[config.mk]
export PLATFORM = sky130hd
export DESIGN_NAME = fwd_tracker
export DESIGN_NICKNAME = d
export VERILOG_FILES = /design/src/rtl/fwd_tracker.sv
export SDC_FILE = /design/constraint.sdc
export NUM_CORES = 1
export LEC_CHECK = 0
export ABC_AREA = 0
export BUFFER_PORTS_ARGS = -buffer_cell sky130_fd_sc_hd__clkbuf_2
export CORE_MARGIN = 4
export CORE_UTILIZATION = 53
export CTS_CLUSTER_SIZE = 10
export DETAILED_ROUTE_END_ITERATION = 16
export HOLD_SLACK_MARGIN = 0.05
export PLACE_DENSITY_LB_ADDON = 0.05
export SLEW_MARGIN = 20
export SYNTH_ARGS = -nofsm -noshare
export SYNTH_HDL_FRONTEND = slang
export SYNTH_HIERARCHICAL = 1
export SYNTH_SLANG_ARGS = --single-unit
[constraint.sdc]
create_clock -name clk_i -period 2.9 [get_ports clk_i]
set_input_delay 0.29 -clock clk_i [delete_from_list [all_inputs] [get_ports clk_i]]
set_output_delay 0.29 -clock clk_i [all_outputs]
set_load 0.02 [all_outputs]
[src/rtl/fwd_tracker.sv]
// Operand forwarding and hazard tracker for the LC-3b pipeline.
// Resolves each decode source against NSTG in-flight producers and a small
// history of committed writes, raises stall on unready producers, counts
// stall cycles and flags a sticky watchdog error on long stall runs.

// Per-operand resolver: youngest stage match wins, then newest history entry.
module fwd_lane #(
  parameter int WIDTH = 16,
  parameter int NSTG  = 3,
  parameter int RB    = 3,
  parameter int HIST  = 2
) (
  input  logic                  src_valid_i,
  input  logic [RB-1:0]         src_reg_i,
  input  logic [WIDTH-1:0]      rf_data_i,
  input  logic [NSTG-1:0]       stg_valid_i,
  input  logic [NSTG-1:0]       stg_we_i,
  input  logic [NSTG*RB-1:0]    stg_dest_i,
  input  logic [NSTG*WIDTH-1:0] stg_data_i,
  input  logic [NSTG-1:0]       stg_rdy_i,
  input  logic [HIST-1:0]       hist_v_i,
  input  logic [HIST*RB-1:0]    hist_dest_i,
  input  logic [HIST*WIDTH-1:0] hist_data_i,
  output logic [WIDTH-1:0]      data_o,
  output logic                  hit_o,
  output logic                  stall_o
);

  logic             s_match, s_rdy, h_match;
  logic [WIDTH-1:0] s_data, h_data;

  // Scan oldest to youngest so the youngest match overwrites the rest.
  always_comb begin
    s_match = 1'b0;
    s_rdy   = 1'b0;
    s_data  = '0;
    for (int i = NSTG-1; i >= 0; i--) begin
      if (stg_valid_i[i] && stg_we_i[i] && (stg_dest_i[i*RB +: RB] == src_reg_i)) begin
        s_match = 1'b1;
        s_rdy   = stg_rdy_i[i];
        s_data  = stg_data_i[i*WIDTH +: WIDTH];
      end
    end
  end

  // Entry 0 is newest; scan from oldest so the newest match wins.
  always_comb begin
    h_match = 1'b0;
    h_data  = '0;
    for (int j = HIST-1; j >= 0; j--) begin
      if (hist_v_i[j] && (hist_dest_i[j*RB +: RB] == src_reg_i)) begin
        h_match = 1'b1;
        h_data  = hist_data_i[j*WIDTH +: WIDTH];
      end
    end
  end

  // An unready youngest producer blocks the operand; older values are stale.
  always_comb begin
    data_o  = rf_data_i;
    hit_o   = 1'b0;
    stall_o = 1'b0;
    if (src_valid_i) begin
      if (s_match) begin
        if (s_rdy) begin
          data_o = s_data;
          hit_o  = 1'b1;
        end else begin
          stall_o = 1'b1;
        end
      end else if (h_match) begin
        data_o = h_data;
        hit_o  = 1'b1;
      end
    end
  end

endmodule

module fwd_tracker #(
  parameter int WIDTH     = 16,
  parameter int NSTG      = 3,
  parameter int NSRC      = 2,
  parameter int RB        = 3,
  parameter int HIST      = 2,
  parameter int MAX_STALL = 8
) (
  input  logic                  clk_i,
  input  logic                  rst_i,
  input  logic                  advance_i,
  input  logic [NSTG-1:0]       stg_valid_i,
  input  logic [NSTG-1:0]       stg_we_i,
  input  logic [NSTG*RB-1:0]    stg_dest_i,
  input  logic [NSTG*WIDTH-1:0] stg_data_i,
  input  logic [NSTG-1:0]       stg_rdy_i,
  input  logic                  hist_clr_i,
  input  logic [NSRC-1:0]       src_valid_i,
  input  logic [NSRC*RB-1:0]    src_reg_i,
  input  logic [NSRC*WIDTH-1:0] rf_data_i,
  output logic [NSRC*WIDTH-1:0] fwd_data_o,
  output logic [NSRC-1:0]       fwd_hit_o,
  output logic                  stall_o,
  output logic [15:0]           stall_cnt_o,
  output logic                  hazard_err_o
);

  localparam int RW = $clog2(MAX_STALL+1);

  typedef enum logic [1:0] {S_RUN, S_STALLED, S_ERR} state_e;

  state_e                  state_q;
  logic [RW-1:0]           run_q;
  logic                    hazard_err_q;
  logic [15:0]             stall_cnt_q;
  logic [HIST-1:0]         hist_v_q, hist_v_d;
  logic [HIST*RB-1:0]      hist_dest_q, hist_dest_d;
  logic [HIST*WIDTH-1:0]   hist_data_q, hist_data_d;
  logic [NSRC-1:0]         lane_stall;
  logic                    commit;

  // Writeback only retires when the pipe actually shifts; a held stage
  // must not push the same write twice.
  assign commit = advance_i & stg_valid_i[NSTG-1] & stg_we_i[NSTG-1];

  for (genvar k = 0; k < NSRC; k++) begin : g_lane
    fwd_lane #(.WIDTH(WIDTH), .NSTG(NSTG), .RB(RB), .HIST(HIST)) u_lane (
      .src_valid_i (src_valid_i[k]),
      .src_reg_i   (src_reg_i[k*RB +: RB]),
      .rf_data_i   (rf_data_i[k*WIDTH +: WIDTH]),
      .stg_valid_i (stg_valid_i),
      .stg_we_i    (stg_we_i),
      .stg_dest_i  (stg_dest_i),
      .stg_data_i  (stg_data_i),
      .stg_rdy_i   (stg_rdy_i),
      .hist_v_i    (hist_v_q),
      .hist_dest_i (hist_dest_q),
      .hist_data_i (hist_data_q),
      .data_o      (fwd_data_o[k*WIDTH +: WIDTH]),
      .hit_o       (fwd_hit_o[k]),
      .stall_o     (lane_stall[k])
    );
  end

  assign stall_o      = |lane_stall;
  assign stall_cnt_o  = stall_cnt_q;
  assign hazard_err_o = hazard_err_q;

  // History next state: shift on commit, clear drops everything but a new commit.
  always_comb begin
    hist_v_d    = hist_v_q;
    hist_dest_d = hist_dest_q;
    hist_data_d = hist_data_q;
    if (commit) begin
      for (int i = HIST-1; i >= 1; i--) begin
        hist_v_d[i]                  = hist_v_q[i-1] & ~hist_clr_i;
        hist_dest_d[i*RB +: RB]      = hist_dest_q[(i-1)*RB +: RB];
        hist_data_d[i*WIDTH +: WIDTH] = hist_data_q[(i-1)*WIDTH +: WIDTH];
      end
      hist_v_d[0]           = 1'b1;
      hist_dest_d[RB-1:0]   = stg_dest_i[(NSTG-1)*RB +: RB];
      hist_data_d[WIDTH-1:0] = stg_data_i[(NSTG-1)*WIDTH +: WIDTH];
    end else if (hist_clr_i) begin
      hist_v_d = '0;
    end
  end

  // History registers.
  always_ff @(posedge clk_i or posedge rst_i) begin
    if (rst_i) begin
      hist_v_q    <= '0;
      hist_dest_q <= '0;
      hist_data_q <= '0;
    end else begin
      hist_v_q    <= hist_v_d;
      hist_dest_q <= hist_dest_d;
      hist_data_q <= hist_data_d;
    end
  end

  // Saturating count of every stalled cycle.
  always_ff @(posedge clk_i or posedge rst_i) begin
    if (rst_i) begin
      stall_cnt_q <= '0;
    end else if (stall_o && (stall_cnt_q != 16'hFFFF)) begin
      stall_cnt_q <= stall_cnt_q + 16'd1;
    end
  end

  // Watchdog: tracks the length of the current stall run; ERR is sticky.
  always_ff @(posedge clk_i or posedge rst_i) begin
    if (rst_i) begin
      state_q      <= S_RUN;
      run_q        <= '0;
      hazard_err_q <= 1'b0;
    end else begin
      case (state_q)
        S_RUN: begin
          if (stall_o) begin
            run_q <= RW'(1);
            if (MAX_STALL <= 1) begin
              state_q      <= S_ERR;
              hazard_err_q <= 1'b1;
            end else begin
              state_q <= S_STALLED;
            end
          end
        end
        S_STALLED: begin
          if (stall_o) begin
            run_q <= run_q + 1'b1;
            if (run_q >= RW'(MAX_STALL-1)) begin
              state_q      <= S_ERR;
              hazard_err_q <= 1'b1;
            end
          end else begin
            run_q   <= '0;
            state_q <= S_RUN;
          end
        end
        S_ERR: begin
          hazard_err_q <= 1'b1;
        end
        default: begin
          state_q <= S_RUN;
          run_q   <= '0;
        end
      endcase
    end
  end

endmodule

======== After elaboration in Yosys (flattened, before gate mapping) ========
Cells that the tools add are included.
storage, ports and cells
  register bits ........................... 63
  bits of input ports ..................... 110
cells by class
  add/subtract/negate cells ............... 2
  magnitude comparators ................... 1
  eq/ne operators ......................... 17
  multiplexer cells ....................... 60
  bitwise logic cells ..................... 5
  reductions and logical operators ........ 21
operator list
  kind                     count
  $mux W16                 18
  $mux W1                  32
  $eq A3 B3 Y1             10
  $add A16 B1 Y16 const B  1
  $ne A16 B16 Y1 const B   1
  $logic_and A1 B1 Y1      14
  $pmux W4 S3              1
  $mux W2                  5
  $mux W4                  2
  $ne A2 B2 Y1 const B     3
  $pmux W2 S3              1
  $reduce_and A3 Y1        2
  $add A4 B1 Y4 const B    1
  $ge A4 B3 Y1 const B     1
  $reduce_bool A2 Y1       2
  $and A1 B1 Y1            3
  $ne A3 B3 Y1 const B     1
  $eq A2 B1 Y1 const B     1
  $eq A2 B2 Y1 const B     1
  $logic_not A2 Y1         1
  $not A1 Y1               2
  $pmux W1 S2              1
  $reduce_and A2 Y1        1
  $reduce_or A2 Y1         1

======== Logic depth before layout (Yosys ltp) ========
  depth in word-level cells ............... 11
  mapped depth ............................ 12
  gate-level depth less buffers ........... 9

======== By module ========
Netlist, hierarchy kept.
modules (own cells, without submodules)
  module       times used  cells each  area each (um2)
  fwd_tracker  1           198         2653.8
  fwd_lane     2           221         1316.3

======== Worst setup path after synthesis ========
Ideal clock, no wire load.
  path type ............................... input to register
  from .................................... input src_reg_i[3]
  to ...................................... register stall_cnt_q[13] (netlist: stall_cnt_o[13])
  library setup time ...................... 0.125 ns
  arrival ................................. 3.267 ns
  required time ........................... 2.775 ns
  path slack .............................. -0.492 ns
  stages .................................. 12
  buffers on the path ..................... 3
  path through ............................ buf_4 xor2_1 or4_4 buf_6 a311oi_4 o21ai_2 buf_2 nor2_1 o2111ai_4 nor4_4 and3_1 mux2_2
between the ends
  word-level cells in the longest chain between the ends .. 10
  elaborated cells between the ends (all ways) .. 17
  those cells by class .................... eq/ne: 3; mux: 9; reduce/logical: 5
ends and longest elaborated chain
  what                    line  text
  start: declaration      98    input logic [NSRC*RB-1:0] src_reg_i,
  $eq A3 B3 Y1            38    if (stg_valid_i[i] && stg_we_i[i] && (stg_dest_i[i*RB +: RB] == src_reg_i)) begin
  $logic_and A1 B1 Y1     38
  $mux W1 (3 in series)   38
  $mux W1                 65    if (s_rdy) begin
  $mux W1 *               64    if (s_match) begin
  $mux W1 *               63    if (src_valid_i) begin
  via lane_stall[1]       118   logic [NSRC-1:0] lane_stall;
  $reduce_or A2 Y1 *      144   assign stall_o = |lane_stall;
  $logic_and A1 B1 Y1 *   184   end else if (stall_o && (stall_cnt_q != 16'hFFFF)) begin
  end signal: assignment  185   stall_cnt_q <= stall_cnt_q + 16'd1;
  end: declaration        114   logic [15:0] stall_cnt_q;
The timed path passes the listed nets; every way through them passes the cells marked *.
A chain may end at the register's enable or synchronous reset.

======== Worst setup path after layout ========
  from .................................... input src_reg_i[2]
  to ...................................... output fwd_data_o[13]
between the ends
  word-level cells in the longest chain between the ends .. 8
  elaborated cells between the ends (all ways) .. 27
  those cells by class .................... eq/ne: 5; mux: 17; reduce/logical: 5
ends and longest elaborated chain
  what                                                      line  text
  $eq A3 B3 Y1                                              38
  $logic_and A1 B1 Y1                                       38
  $mux W16 / $mux W1 (equally long branches) (3 in series)  38
  $mux W16                                                  65
  $mux W16 *                                                64
  $mux W16 *                                                63
  end: declaration                                          100   output logic [NSRC*WIDTH-1:0] fwd_data_o,
Every way passes the cells marked *; elsewhere a longest branch is shown, timed or not.

==> qor.txt <==
Critical Path Max Stage Delay: 570 ps
Pin count of the biggest net entering global routing: 48
Register clock-pin slew on the reported worst setup and hold paths: 70 ps
Buffer and inverter count on the worst path: 4
Die outline area: 11600 µm²
Post-detailed-placement half-perimeter wirelength: 13.9 mm
Area contributors post-synth: dfrtp_1, a21oi_1, mux2_2
Worst-case hold slack: 115 ps
Worst supply voltage drop on vdd: 0.448 mV
Reg2Reg Launch Point: stall_cnt_o[0]
FMAX: 355 MHz
Fraction of synthesized area in multiplexers: 14.8%
Sum of negative setup slack: 0 ps
Average instance area after synthesis: 8.26 µm²
Portion of total power attributed to combinational logic: 31.7%
Synthesized net count: 752
Cell accounting for the most synthesized area: dfrtp_1
Final critical delay including setup and external delays: 2820 ps
Share of the synthesized area in compound gates (AO/OA/AOI/OAI): 20.4%
Number of rows created at floorplan: 36
Routed Wire Length: 17.6 mm
Highest net fanout along the worst path: 15
Max-slew violation count: 0
Multi-input gate area in the final layout: 3460 µm²
Floorplan die height: 108 µm
P_sw: 1.13 mW
CTS H-tree lvls: 3
Leading cell types in the layout, fill and taps excluded: clkbuf_2, a21oi_1, nor2_1
Post-synthesis cell type count: 49
Number of nets in the finished design: 906
Synth Flop Type: dfrtp_1
Clock Skew: 10.0 ps
Finish-stage setup viols: 0
Drt first-iter violations: 551
Worst slew margin: 34.2%
Cells after Synth: 640
Syn. warnings: 6
Sequential standard cell area: 1580 µm²
Horiz. Die Dim: 108 µm
Simple-gate share of the synthesized area: 21.6%
Share of flip-flops with an asynchronous set or reset after synthesis: 100%
Commonest non-fill, non-tap cell in the layout: clkbuf_2
Cell Count, Final, Fillers Out: 932
Resized Gates After CTS: 0
Final RePlAce weighted congestion: 1.02
Maxcap violations: 0
Clock Tree Buf Depth: 2
Core region area: 9730 µm²
CP Data Arrival Time: 2530 ps
#FFs+latches synth: 63
Startpoint of the lowest-slack hold path: hist_clr_i
Lkg Pwr: 3.18 nW
Worst-Margin Slew: 985 ps
I/O pin total: 162
Clock share of power: 27.8%
Antenna diode instance count: 0
Post-synthesis adder-cell area fraction: 0.473%
Xor/xnor cell area share of the yosys netlist: 7.08%
Worst Path Class, Setup: primary input to output pin
CTS Hold Buffers Added: 0
Data required time at the worst endpoint: 2610 ps
Detailed-route wire length per cell: 18.9 µm
CP startpoint: src_reg_i[2]
Share of power burned in registers: 40.5%
Period utilisation layout: 97.1%
Setup repair after global routing missed its margin: false
Cell Count Post-Placement: 915
TritonCTS Sinks: 63
Initial antenna violation count: 0
Layout cells sized above 1: 35.7%
Total CTS buffers: 9
Effective utilization at floorplan: 54.3%
Antenna Violating Nets Remaining: 0
IO Port Bufs: 161
Path type of the worst min-delay path: primary input to flip-flop
Number of fill cells in the layout: 843
Post-layout total power: 3.12 mW
Pint: 2.00 mW
Clock latency on the worst-skew pair: 340 ps
Via density per instance: 5.90
GRT overflow: 0
Via Count: 5502
CTS tree: built
Crit path max-delay cell type: or4_4
Ordered cell list for the critical path: clkbuf_2 > xor2_2 > or4_4 > a311oi_4 > buf_4 > or3_1 > buf_4 > o22ai_1 > nor2_1 > clkbuf_2
Largest family of logic cells by synthesized area: simple AND/OR/NAND/NOR gates
Switching portion of total power: 36.0%
Top cell family by delay on the critical path: simple AND/OR/NAND/NOR gates
Netlist area before placement: 5290 µm²
GRT Overall Usage: 30.0%
Share of Yosys cell area claimed by the top area cell type: 29.8%
Final Hold Vio Count: 0
First-pass iteration count of the detailed router: 6
Final instance area: 6520 µm²
Area of placed instances: 6280 µm²
Post-synth EDFFs: 0
Run status: completed
Post-synthesis sequential area ratio: 29.8%
Type of origin of the critical path: primary input
Critical Path Sink Type: output pin
DRC violations left: 0
Via count of the first global-routing pass: 4995
Power density cells: 480 nW/µm²
Post-CTS setup buffer count: 0
Clock Root Buffer: clkbuf_8
First-pass GRT wire length: 27.2 mm
Layout overhead on the synthesized area: 23.2%
flip-flops by register name, indices dropped and copies added (netlist names):
signal and cells:
hist_data_q 32, hist_dest_q 6, hist_v_q 2, stall_cnt_o 16
state_q 2, run_q 4, hazard_err_o 1
path summary, 6_finish.rpt:
kind | end | slack, ps | depth (start not counted)
worst min register to register | hazard_err_o | 510 | 2
worst max register to register | stall_cnt_o[14] | 1240 | 5
min in group asynchronous | stall_cnt_o[6] | 170 | 2
worst max-delay path | fwd_data_o[13] | 80 | 10
max in group asynchronous | hist_dest_q[4] | 2020 | 3
worst min-delay path | hist_v_q[1] | 120 | 2
kinds of logic after synthesis:
logic type | Yosys count
simple gates | 219
compound gates | 185
mux | 73
flops | 63
buf+inv | 57
xor+xnor | 41
fa+ha+maj | 2
cells in the mapped netlist, types with 3 or more instances:
cell type	instances
a21oi_1	132
nor2_1	115
dfrtp_1	63
nand3_1	42
mux2_2	40
mux2i_1	33
o22ai_1	30
clkbuf_1	25
xor2_1	23
nand2_1	16
xnor2_1	16
buf_2	8
inv_1	8
nand4_1	8
buf_1	6
buf_6	6
nor4_4	6
o21ai_0	6
or3_1	4
and3_1	3
nor3b_1	3
per-layer routing:
layer / global-route usage (%) / wire length [µm]
met5: 0 / 0
met4: 7.03 / 234
met3: 4.50 / 1650
met2: 45.9 / 7920
met1: 44.5 / 7840
power by group through the flow:
stage	registers (mW)	logic [mW]	clock network [mW]
after floorplan	1.25	0.628	0
after global placement	1.26	0.952	0
after detailed placement	1.28	0.976	0
after CTS	1.26	0.981	0.880
after global routing	1.29	1.07	0.932
final	1.27	0.990	0.868
layout make-up:
class,count,share of cell area (%)
multi-input combinational,520,53.1
sequential,63,24.2
timing repair buffer,192,16.1
tap,133,2.55
clock buffer,10,2.11
clock inverter,6,1.44
inverter,8,0.461
stage by stage:
step	setup slack, ps	util, %
floorplan	-55.7	-
global placement	102	64.5
detailed placement	55.2	64.5
CTS	103	66.9
global route	2.15	67.0
finish	83.4	67.0
worst register-to-register path: cells and delay by family, from the launching register on:
family	cells	cell delay, ps
DFF	1	450
adders and majority gates	1	260
AOI/OAI and AO/OA	1	140
xor gates and xnor gates	1	160
and+or+nand+nor	2	560
No activity file was read; power rests on OpenSTA's default activity.
